File: src/rtl/motor_pwm_pkg.sv
// motor_pwm_pkg: channel state encoding and switch-level to duty-fraction decode
package motor_pwm_pkg;
    typedef enum logic [2:0] {STOP, FWD, REV, DRAIN, DEAD} state_t;
    localparam int K_L0 = 4;
    localparam int K_L1 = 3;
    localparam int K_L2 = 2;
    localparam int K_L3 = 1;
    function automatic int level_k(input logic [3:0] nib);
        return nib[0] ? K_L0 : nib[1] ? K_L1 : nib[2] ? K_L2 : nib[3] ? K_L3 : 0;
    endfunction
endpackage

File: src/rtl/motor_pwm_chan.sv
// motor_pwm_chan: one H-bridge channel -- switch decode, direction FSM, duty ramp, PWM compare
module motor_pwm_chan
    import motor_pwm_pkg::*;
#(
    parameter int PERIOD    = 100,
    parameter int RAMP_STEP = 25,
    parameter int DEADTIME  = 2,
    parameter int CW        = $clog2(PERIOD),
    parameter int DW        = $clog2(PERIOD + 1)
) (
    input  logic          w5,
    input  logic          rst_n,
    input  logic          wrap,
    input  logic [CW-1:0] cnt,
    input  logic [7:0]    sw,
    output logic          pwm_en,
    output logic          in1,
    output logic          in2,
    output logic          busy,
    output logic          conflict
);
    localparam int TW = DEADTIME > 1 ? $clog2(DEADTIME) : 1;
    state_t        state_q, state_d;
    logic [DW-1:0] duty_q, duty_d, target;
    logic [TW-1:0] dead_q, dead_d;
    logic          dir_q, dir_d, req_fwd, req_rev, req_opp, draining;
    function automatic logic [DW-1:0] ramp(input logic [DW-1:0] d, input logic [DW-1:0] t);
        int di, ti;
        di = int'(d);
        ti = int'(t);
        return DW'(di < ti ? (di + RAMP_STEP > ti ? ti : di + RAMP_STEP)
                           : (di - RAMP_STEP < ti ? ti : di - RAMP_STEP));
    endfunction
    always_comb begin
        req_fwd  = |sw[3:0] && !(|sw[7:4]);
        req_rev  = |sw[7:4] && !(|sw[3:0]);
        req_opp  = dir_q ? req_fwd : req_rev;
        target   = DW'(PERIOD * (req_fwd ? level_k(sw[3:0]) : req_rev ? level_k(sw[7:4]) : 0) / 4);
        draining = state_q == DRAIN || req_opp;
        state_d  = state_q;
        duty_d   = duty_q;
        dir_d    = dir_q;
        dead_d   = dead_q;
        if (wrap) begin
            if (state_q == STOP || state_q == DEAD) begin
                if (state_q == STOP || int'(dead_q) + 1 >= DEADTIME) begin
                    duty_d  = ramp(duty_q, target);
                    state_d = req_fwd ? FWD : req_rev ? REV : STOP;
                    dir_d   = req_rev || (dir_q && !req_fwd);
                    dead_d  = '0;
                end else begin
                    dead_d = dead_q + 1'b1;
                end
            end else begin
                // a reversal first drains to zero under the old direction, then enters dead time
                duty_d  = ramp(duty_q, draining ? '0 : target);
                state_d = duty_d != '0 ? (draining ? DRAIN : state_q) : (draining ? DEAD : STOP);
            end
        end
        pwm_en   = DW'(cnt) < duty_q;
        in1      = state_q == FWD || (state_q == DRAIN && !dir_q);
        in2      = state_q == REV || (state_q == DRAIN && dir_q);
        busy     = rst_n && (state_q == DRAIN || state_q == DEAD || duty_q != target
                             || (state_q != STOP && req_opp));
        conflict = rst_n && |sw[3:0] && |sw[7:4];
    end
    always_ff @(posedge w5 or negedge rst_n) begin
        if (!rst_n) begin
            state_q <= STOP;
            duty_q  <= '0;
            dir_q   <= 1'b0;
            dead_q  <= '0;
        end else begin
            state_q <= state_d;
            duty_q  <= duty_d;
            dir_q   <= dir_d;
            dead_q  <= dead_d;
        end
    end
endmodule

File: src/rtl/motor_pwm_ctrl.sv
// motor_pwm_ctrl: N_CH L298 motor channels sharing one PWM counter.
// Define MOTOR_SW_SYNC_EN to pass sw through 2-flop synchronisers before decode.
module motor_pwm_ctrl #(
    parameter int N_CH      = 2,
    parameter int PERIOD    = 100,
    parameter int RAMP_STEP = 25,
    parameter int DEADTIME  = 2
) (
    input  logic              w5,
    input  logic              rst_n,
    input  logic [8*N_CH-1:0] sw,
    output logic [N_CH-1:0]   pwm_en,
    output logic [N_CH-1:0]   in1,
    output logic [N_CH-1:0]   in2,
    output logic [N_CH-1:0]   busy,
    output logic [N_CH-1:0]   conflict
);
    localparam int CW = $clog2(PERIOD);
    logic [CW-1:0]     cnt_q, cnt_d;
    logic              wrap;
    logic [8*N_CH-1:0] sw_s;
    always_comb begin
        wrap  = cnt_q == CW'(PERIOD - 1);
        cnt_d = wrap ? '0 : cnt_q + 1'b1;
    end
    always_ff @(posedge w5 or negedge rst_n) begin
        if (!rst_n) cnt_q <= '0;
        else        cnt_q <= cnt_d;
    end
`ifdef MOTOR_SW_SYNC_EN
    logic [8*N_CH-1:0] meta_q, sync_q;
    always_ff @(posedge w5 or negedge rst_n) begin
        if (!rst_n) begin
            meta_q <= '0;
            sync_q <= '0;
        end else begin
            meta_q <= sw;
            sync_q <= meta_q;
        end
    end
    assign sw_s = sync_q;
`else
    assign sw_s = sw;
`endif
    for (genvar i = 0; i < N_CH; i++) begin : g_chan
        motor_pwm_chan #(.PERIOD(PERIOD), .RAMP_STEP(RAMP_STEP), .DEADTIME(DEADTIME)) u_chan (
            .w5       (w5),
            .rst_n    (rst_n),
            .wrap     (wrap),
            .cnt      (cnt_q),
            .sw       (sw_s[8*i +: 8]),
            .pwm_en   (pwm_en[i]),
            .in1      (in1[i]),
            .in2      (in2[i]),
            .busy     (busy[i]),
            .conflict (conflict[i])
        );
    end
endmodule

File: config.mk
export PLATFORM = sky130hd
export DESIGN_NAME = motor_pwm_ctrl
export DESIGN_NICKNAME = d
export VERILOG_FILES = /design/src/rtl/motor_pwm_pkg.sv /design/src/rtl/motor_pwm_chan.sv /design/src/rtl/motor_pwm_ctrl.sv
export SDC_FILE = /design/constraint.sdc
export NUM_CORES = 1
export LEC_CHECK = 0
export CORE_AREA = 4 4 107 119
export DETAILED_ROUTE_END_ITERATION = 16
export DIE_AREA = 0 0 111 123
export HOLD_SLACK_MARGIN = 0.06
export RECOVER_POWER = 100
export SYNTH_ARGS = -nofsm -noshare
export SYNTH_HDL_FRONTEND = slang
export SYNTH_SLANG_ARGS = --single-unit
File: constraint.sdc
create_clock -name w5 -period 4.8 [get_ports w5]
set_input_delay 0.96 -clock w5 [delete_from_list [all_inputs] [get_ports w5]]
set_output_delay 0.96 -clock w5 [all_outputs]
set_load 0.01 [all_outputs]
==> results of run 1 <==
power groups by stage:
stage	clock network, mW	logic (mW)	registers [mW]
after global placement	0	0.770	0.291
after global routing	0.393	0.980	0.288
after CTS	0.379	0.840	0.287
final	0.371	0.902	0.288
after floorplan	0	0.492	0.281
after detailed placement	0	0.787	0.291
cell families after synthesis:
group / Yosys count
AO/OA/AOI/OAI: 219
XOR/XNOR: 29
adder cells (fa/ha/maj): 94
buffers and inverters: 73
flip-flops: 31
multiplexers: 6
AND/OR/NAND/NOR: 222
area by class of cell:
| class | count | area, um2 | share of cell area |
|---|---|---|---|
| flip-flops and latches | 31 | 775.7 | 0.1067 |
| multi-input cells | 570 | 4747 | 0.6531 |
| clock inverters | 2 | 35.03 | 0.004820 |
| inverters | 50 | 188.9 | 0.02599 |
| clock buffers | 6 | 138.9 | 0.01911 |
| well taps | 150 | 187.7 | 0.02582 |
| repair buffers | 160 | 1195 | 0.1644 |
Yosys cell counts (9+ instances only):
library cell and n:
or3_1 10, dfrtp_1 31, clkbuf_1 9, xnor2_1 25, nor2b_1 13, nor3_1 15, inv_1 48, nand2_1 55
o21ai_0 43, a31oi_1 17, a21oi_1 48, ha_1 91, buf_4 10, and3_1 9, nand2b_1 12, nand3_1 19
nor2_1 43, a21o_1 16
what timing repair did:
action | 4_1_cts | 5_1_grt
hold endpoints to repair | 0 | 0
setup buffers | 9 | 11
pin swaps | 24 | 44
cloned | 0 | 0
endpoints found under the setup margin | 16 | 16
resized for setup | 70 | 60
metrics by stage:
stage / util / TNS, ns
floorplan: - / 0
global placement: 0.5746 / -7.714
detailed placement: 0.5746 / -10.54
CTS: 0.6153 / 0
global route: 0.6353 / -0.03172
finish: 0.6353 / 0
routing by layer:
metal	vias to the layer above	global-route usage	wire, um	share of wire
met5	-	0	0	0
met4	0	0.1755	1116	0.060
met3	67	0.02496	569	0.031
met2	159	0.4985	9441	0.51
met1	2765	0.2894	7368	0.40
li1	2821	-	-	-
path summary, 6_finish.rpt:
path	to	cells past startpoint	slack (ns)
setup / recovery	g_chan[1].u_chan.state_q[2]$_DFFE_PN0P_	20	0.07
hold / removal	g_chan[0].u_chan.dead_q$_DFFE_PN0P_	2	0.50
setup reg to reg	g_chan[1].u_chan.state_q[2]$_DFFE_PN0P_	14	0.72
hold reg to reg	g_chan[0].u_chan.dead_q$_DFFE_PN0P_	2	0.50
max in group asynchronous	g_chan[0].u_chan.duty_q[4]$_DFFE_PN0P_	2	2.65
min in group asynchronous	g_chan[0].u_chan.duty_q[6]$_DFFE_PN0P_	1	0.96
registers in the layout, summed over array words and instances, names as in the netlist:
name	count
g_chan.u_chan.duty_q	14
cnt_q	7
g_chan.u_chan.state_q	6
g_chan.u_chan.dead_q	2
g_chan.u_chan.dir_q	2
critical path, stage by stage:
cell       delay, ns
clkbuf_2        0.10
or4_4           0.54
buf_4           0.17
nand2_1         0.07
mux2_2          0.17
and2_4          0.20
nand2_4         0.08
buf_4           0.13
ha_1            0.25
nor2b_1         0.19
o2111ai_2       0.15
a31oi_4         0.25
a2111o_1        0.18
o31ai_4         0.12
buf_6           0.16
nor2b_4         0.18
a221oi_4        0.09
or3_4           0.43
nor3_4          0.27
mux2i_1         0.22
==> impl_metrics.yaml, run 1 <==
status:
  status: "finished clean"
route:
  via_per_inst: 5.998
  wl_mm: 18.50
  route.detailed.drc: 0
  drt_iter0_drc: 365
  vias: 5812
  wl_per_cell_um: 19.09
  drt_first_pass_iters: 5
  ant_nets: 0
floorplanning:
  ios: 28
  num_rows: 41
  die_w_um: 111
  die_h_um: 123
  initial_core_util: 0.4670
  core_area_um2: 11440
  die_area_um2: 13650
finish:
  diodes: 0
  nFillCells: 1013
  final_common_cell: "buf_4"
  area_growth_pct: 36.04
  nets: 927
  final_cell_count_no_fill: 969
  stdcell_area_um2: 7268
  layout_common_cells: "128 x buf_4, 82 x ha_1, 44 x inv_1, 44 x nand2_1, 44 x a21oi_1"
  drive_gt1_frac: 0.3053
synthesis:
  synth_xor_area_frac: 0.04895
  syn_area_per_cell_um2: 7.927
  synthSimpleGateAreaFrac: 0.2241
  synthCells: 674
  synthFlopType: "dfrtp_1"
  yosysUniqueCellTypes: 83
  synth_edf_count: 0
  muxShareOfSynthArea: 0.01171
  synth_top_family_by_area: "compound AO/OA/AOI/OAI gates"
  synth_adder_area_share: 0.2190
  synth_compound_area_frac: 0.2918
  ys_ff_latch: 31
  synthArstFlopShare: 1.000
  synth_seq_area_share: 0.1452
  yosysWarnings: 0
  synth_nets: 783
  synthTopCellsByArea: "ha_1 21%, dfrtp_1 15%, a21oi_1 4.5%"
  netlist_area_um2: 5343
  synthDominantCellAreaShare: 0.2131
  yosysTopAreaCell: "ha_1"
cts:
  cts.sinks: 31
  cts_tree: "yes"
  cts_max_level: 2
  numCtsBuffers: 5
  ctsHoldBuffers: 0
  clk_pin_slew_worst_paths_ns: 0.05
  clockBufferDepth: 2
  insertion_delay_ns: 0.28
  cts-root-buf: "clkbuf_16"
placement:
  dp_hpwl_mm: 14.71
  portBuffers: 27
  place_area_um2: 6574
  place_ws_ns: -0.8725
  gp_congestion: 0.9858
  dp.cells: 941
timing:
  slew_headroom: 0.1166
  timing.fmax_mhz: 211.4
  whs_ns: 0.5040
  worst_slew_pin_slew_ns: 1.325
  setup_slack_ns: 0.07024
  fin_skew_ns: 0.005649
  slew_viol_final: 0
  fin_crit_ns: 4.730
  final-setup-viol-count: 0
  final.period_utilization: 0.9854
  hold_viol_final: 0
grt:
  overflow: 0
  grt_max_degree: 25
  grt_pass1_vias: 5729
  track_usage: 0.2669
  grt_antenna_before_repair: 0
  grt_pass1_wl_mm: 29.19
power_and_ir_drop:
  comb_power_share: 0.578
  ir_drop_uv: 151.5
  internal_power_uw: 956.8
  p_sw_uw: 604.4
  seqPwrFrac: 0.185
  p_leak_nw: 3.091
  power_mw: 1.561
  clockPowerShare: 0.238
  power_density_nw_per_um2: 214.8
  p_sw_frac: 0.3871
min_path:
  worstHoldStart: "g_chan[0].u_chan.dead_q$_DFFE_PN0P_"
  hold_path_class: "register to register"
worst_setup_path:
  cp-start-kind: "input pin"
  arrival_ns: 4.93
  endpoint_kind: "register"
  crit_fanout: 5
  cp.required_ns: 5.00
  regToRegStartpoint: "g_chan[1].u_chan.duty_q[0]$_DFFE_PN0P_"
  path_class: "input pin to register"
  startpoint: "sw[8]"
run:
  drv_cap: 0
Power figures use the tool's default switching activity.
==> inputs of run 2 (changes only) <==
- CORE_AREA: 4 4 107 119 -> 4 4 106 118
- DIE_AREA: 0 0 111 123 -> 0 0 110 122
- PLACE_DENSITY: not set -> 0.65
==> run 2 against run 1 <==
Net effect:
- sequential share of layout area about the same
- sequential power down 2%
- worst setup slack worse by 0.065 ns
- non-clock buffer count down 7
- highest routed layer unchanged
==> impl_metrics.yaml, run 2 (synthesized netlist as in run 1, its figures left out) <==
cts:
  numCtsBuffers: 5
  cts_tree: "yes"
  cts.sinks: 31
  cts_max_level: 2
  clockBufferDepth: 2
  clk_pin_slew_worst_paths_ns: 0.06
  insertion_delay_ns: 0.28
  cts-root-buf: "clkbuf_16"
route:
  wl_met2_mm: 9.690
  dr.max_layer_used: "met4"
  drt_iter0_drc: 330
  wl_met1_mm: 7.272
  route.met3.wl_um: 754
  via_per_inst: 6.114
  drt_first_pass_iters: 5
  vias: 5882
  ant_nets: 0
  wl_mm: 18.86
  route.detailed.drc: 0
  wl_per_cell_um: 19.61
placement:
  portBuffers: 27
  dp_hpwl_mm: 14.55
  gp_congestion: 1.100
  place_area_um2: 6566
timing:
  rsz0062_at_grt: "true"
  slew_viol_final: 0
  hold_viol_final: 0
  fin_skew_ns: 0.003295
  whs_ns: 0.5016
  final-setup-viol-count: 0
  timing.fmax_mhz: 208.6
  fin_crit_ns: 4.795
  final.period_utilization: 0.9989
  tns_ns: 0
  slew_headroom: 0.1387
  worst_slew_pin_slew_ns: 1.292
finish:
  fin_util: 0.6419
  layout_common_cells: "121 x buf_4, 82 x ha_1, 45 x nand2_1, 44 x inv_1, 41 x a21oi_1"
  nFillCells: 973
  nets: 920
  stdcell_area_um2: 7277
  drive_gt1_frac: 0.3017
  regMostFlops: "g_chan.u_chan.duty_q"
  diodes: 0
  area_growth_pct: 36.21
  multiInputGateArea_um2: 4785
  largest_register_ffs: 14
  top_regs: "g_chan.u_chan.duty_q: 14 flops, cnt_q: 7 flops, g_chan.u_chan.state_q: 6 flops"
  final_common_cell: "buf_4"
  seq_area_um2: 775.7
grt:
  grt_pass1_wl_mm: 29.46
  track_usage: 0.2798
  grt_antenna_before_repair: 0
  grt_max_degree: 23
  overflow: 0
  grt_pass1_vias: 5999
floorplanning:
  die_w_um: 110
  die_area_um2: 13420
  die_h_um: 122
  num_rows: 41
  core_area_um2: 11340
  ios: 28
  initial_core_util: 0.4713
worst_setup_path:
  crit_fanout: 5
  arrival_ns: 5.00
  endpoint_kind: "register"
  cp_num_buf_inv: 5
  slowest_delay_ns: 0.53
  cp.required_ns: 5.00
  cp-start-kind: "input pin"
  cp_slowest_cell: "or4_4"
  cp_cell_sequence: "clkbuf_2 > or4_4 > nor3b_2 > a21oi_2 > inv_1 > ha_2 > ha_4 > o2111ai_4 > nand2_2 > inv_2 > ha_4 > o21a_1 > nor2_2 > a31oi_4 > a2111o_1 > o31ai_4 > buf_6 > buf_6 > nor2b_4 > a221oi_4 > or3_4 > nor3_4 > mux2i_1"
  path_class: "input pin to register"
  crit_family: "simple AND/OR/NAND/NOR gates"
status:
  status: "finished clean"
run:
  drv_cap: 0
min_path:
  hold_path_class: "register to register"
power_and_ir_drop:
  power_density_nw_per_um2: 220.1
  ir_drop_uv: 151.1
  p_leak_nw: 3.104
==> run 2: cell types whose count changed in the layout (fill, tap and decap cells not counted), moves of 3 or more <==
cell | before | now
clkdlybuf4s15_1 | 0 | 3
nand2_2 | 9 | 6
a21oi_2 | 4 | 7
a21oi_1 | 44 | 41
buf_4 | 128 | 121
clkbuf_2 | 13 | 9
==> run 2: final cells by class <==
type                       count  share of cell area
clock buffer                   6             0.01909
timing repair buffer         153              0.1601
inverter                      50             0.02613
clock inverter                 2            0.004814
sequential                    31              0.1066
multi-input combinational    570              0.6575
tap                          150             0.02579
==> run 2: tightest hold or removal path, cell delays in order (launching register included) <==
cell and delay, ns:
dfrtp_1 0.36, nand2_1 0.05, o21ai_0 0.06
==> run 2: worst paths after layout <==
path,start,end,slack [ns],cells past startpoint
max,sw[9],g_chan[1].u_chan.state_q[2]$_DFFE_PN0P_,0.005,23
min in group asynchronous,rst_n,g_chan[1].u_chan.duty_q[6]$_DFFE_PN0P_,0.95,1
min reg2reg,g_chan[0].u_chan.dead_q$_DFFE_PN0P_,g_chan[0].u_chan.dead_q$_DFFE_PN0P_,0.50,2
max reg2reg,g_chan[0].u_chan.duty_q[0]$_DFFE_PN0P_,g_chan[0].u_chan.duty_q[6]$_DFFE_PN0P_,0.78,18
max in group asynchronous,rst_n,g_chan[1].u_chan.duty_q[2]$_DFFE_PN0P_,2.57,2
min,g_chan[0].u_chan.dead_q$_DFFE_PN0P_,g_chan[0].u_chan.dead_q$_DFFE_PN0P_,0.50,2
==> run 2: metal layers <==
metal | vias up | GRT usage
li1 | 2801 | -
met1 | 2814 | 0.3018
met2 | 191 | 0.5095
met3 | 76 | 0.02968
met4 | 0 | 0.1777
met5 | - | 0
==> run 2: power breakdown <==
group          switching [mW]  total, mW  internal, mW
logic                   0.493      0.936         0.443
clock network           0.125      0.383         0.258
registers              0.0145      0.282         0.267
total                   0.633       1.60         0.969
==> run 2: repair_timing <==
| item | 4_1_cts | 5_1_grt |
|---|---|---|
| pin swaps | 27 | 53 |
| setup buffers | 8 | 7 |
| setup endpoints to repair | 16 | 13 |
| gates resized for setup | 68 | 66 |
| hold buffers | 0 | 0 |
==> run 2: metrics by stage <==
stage                     setup WS (ns)  power (mW)  std cells
final                          0.005483       1.602        962
after global routing           -0.09197       1.693        962
after CTS                      -0.04867       1.532        956
after detailed placement        -0.8944       1.083        940
after global placement          -0.8169       1.065        940
after floorplan                0.002975      0.7732        674
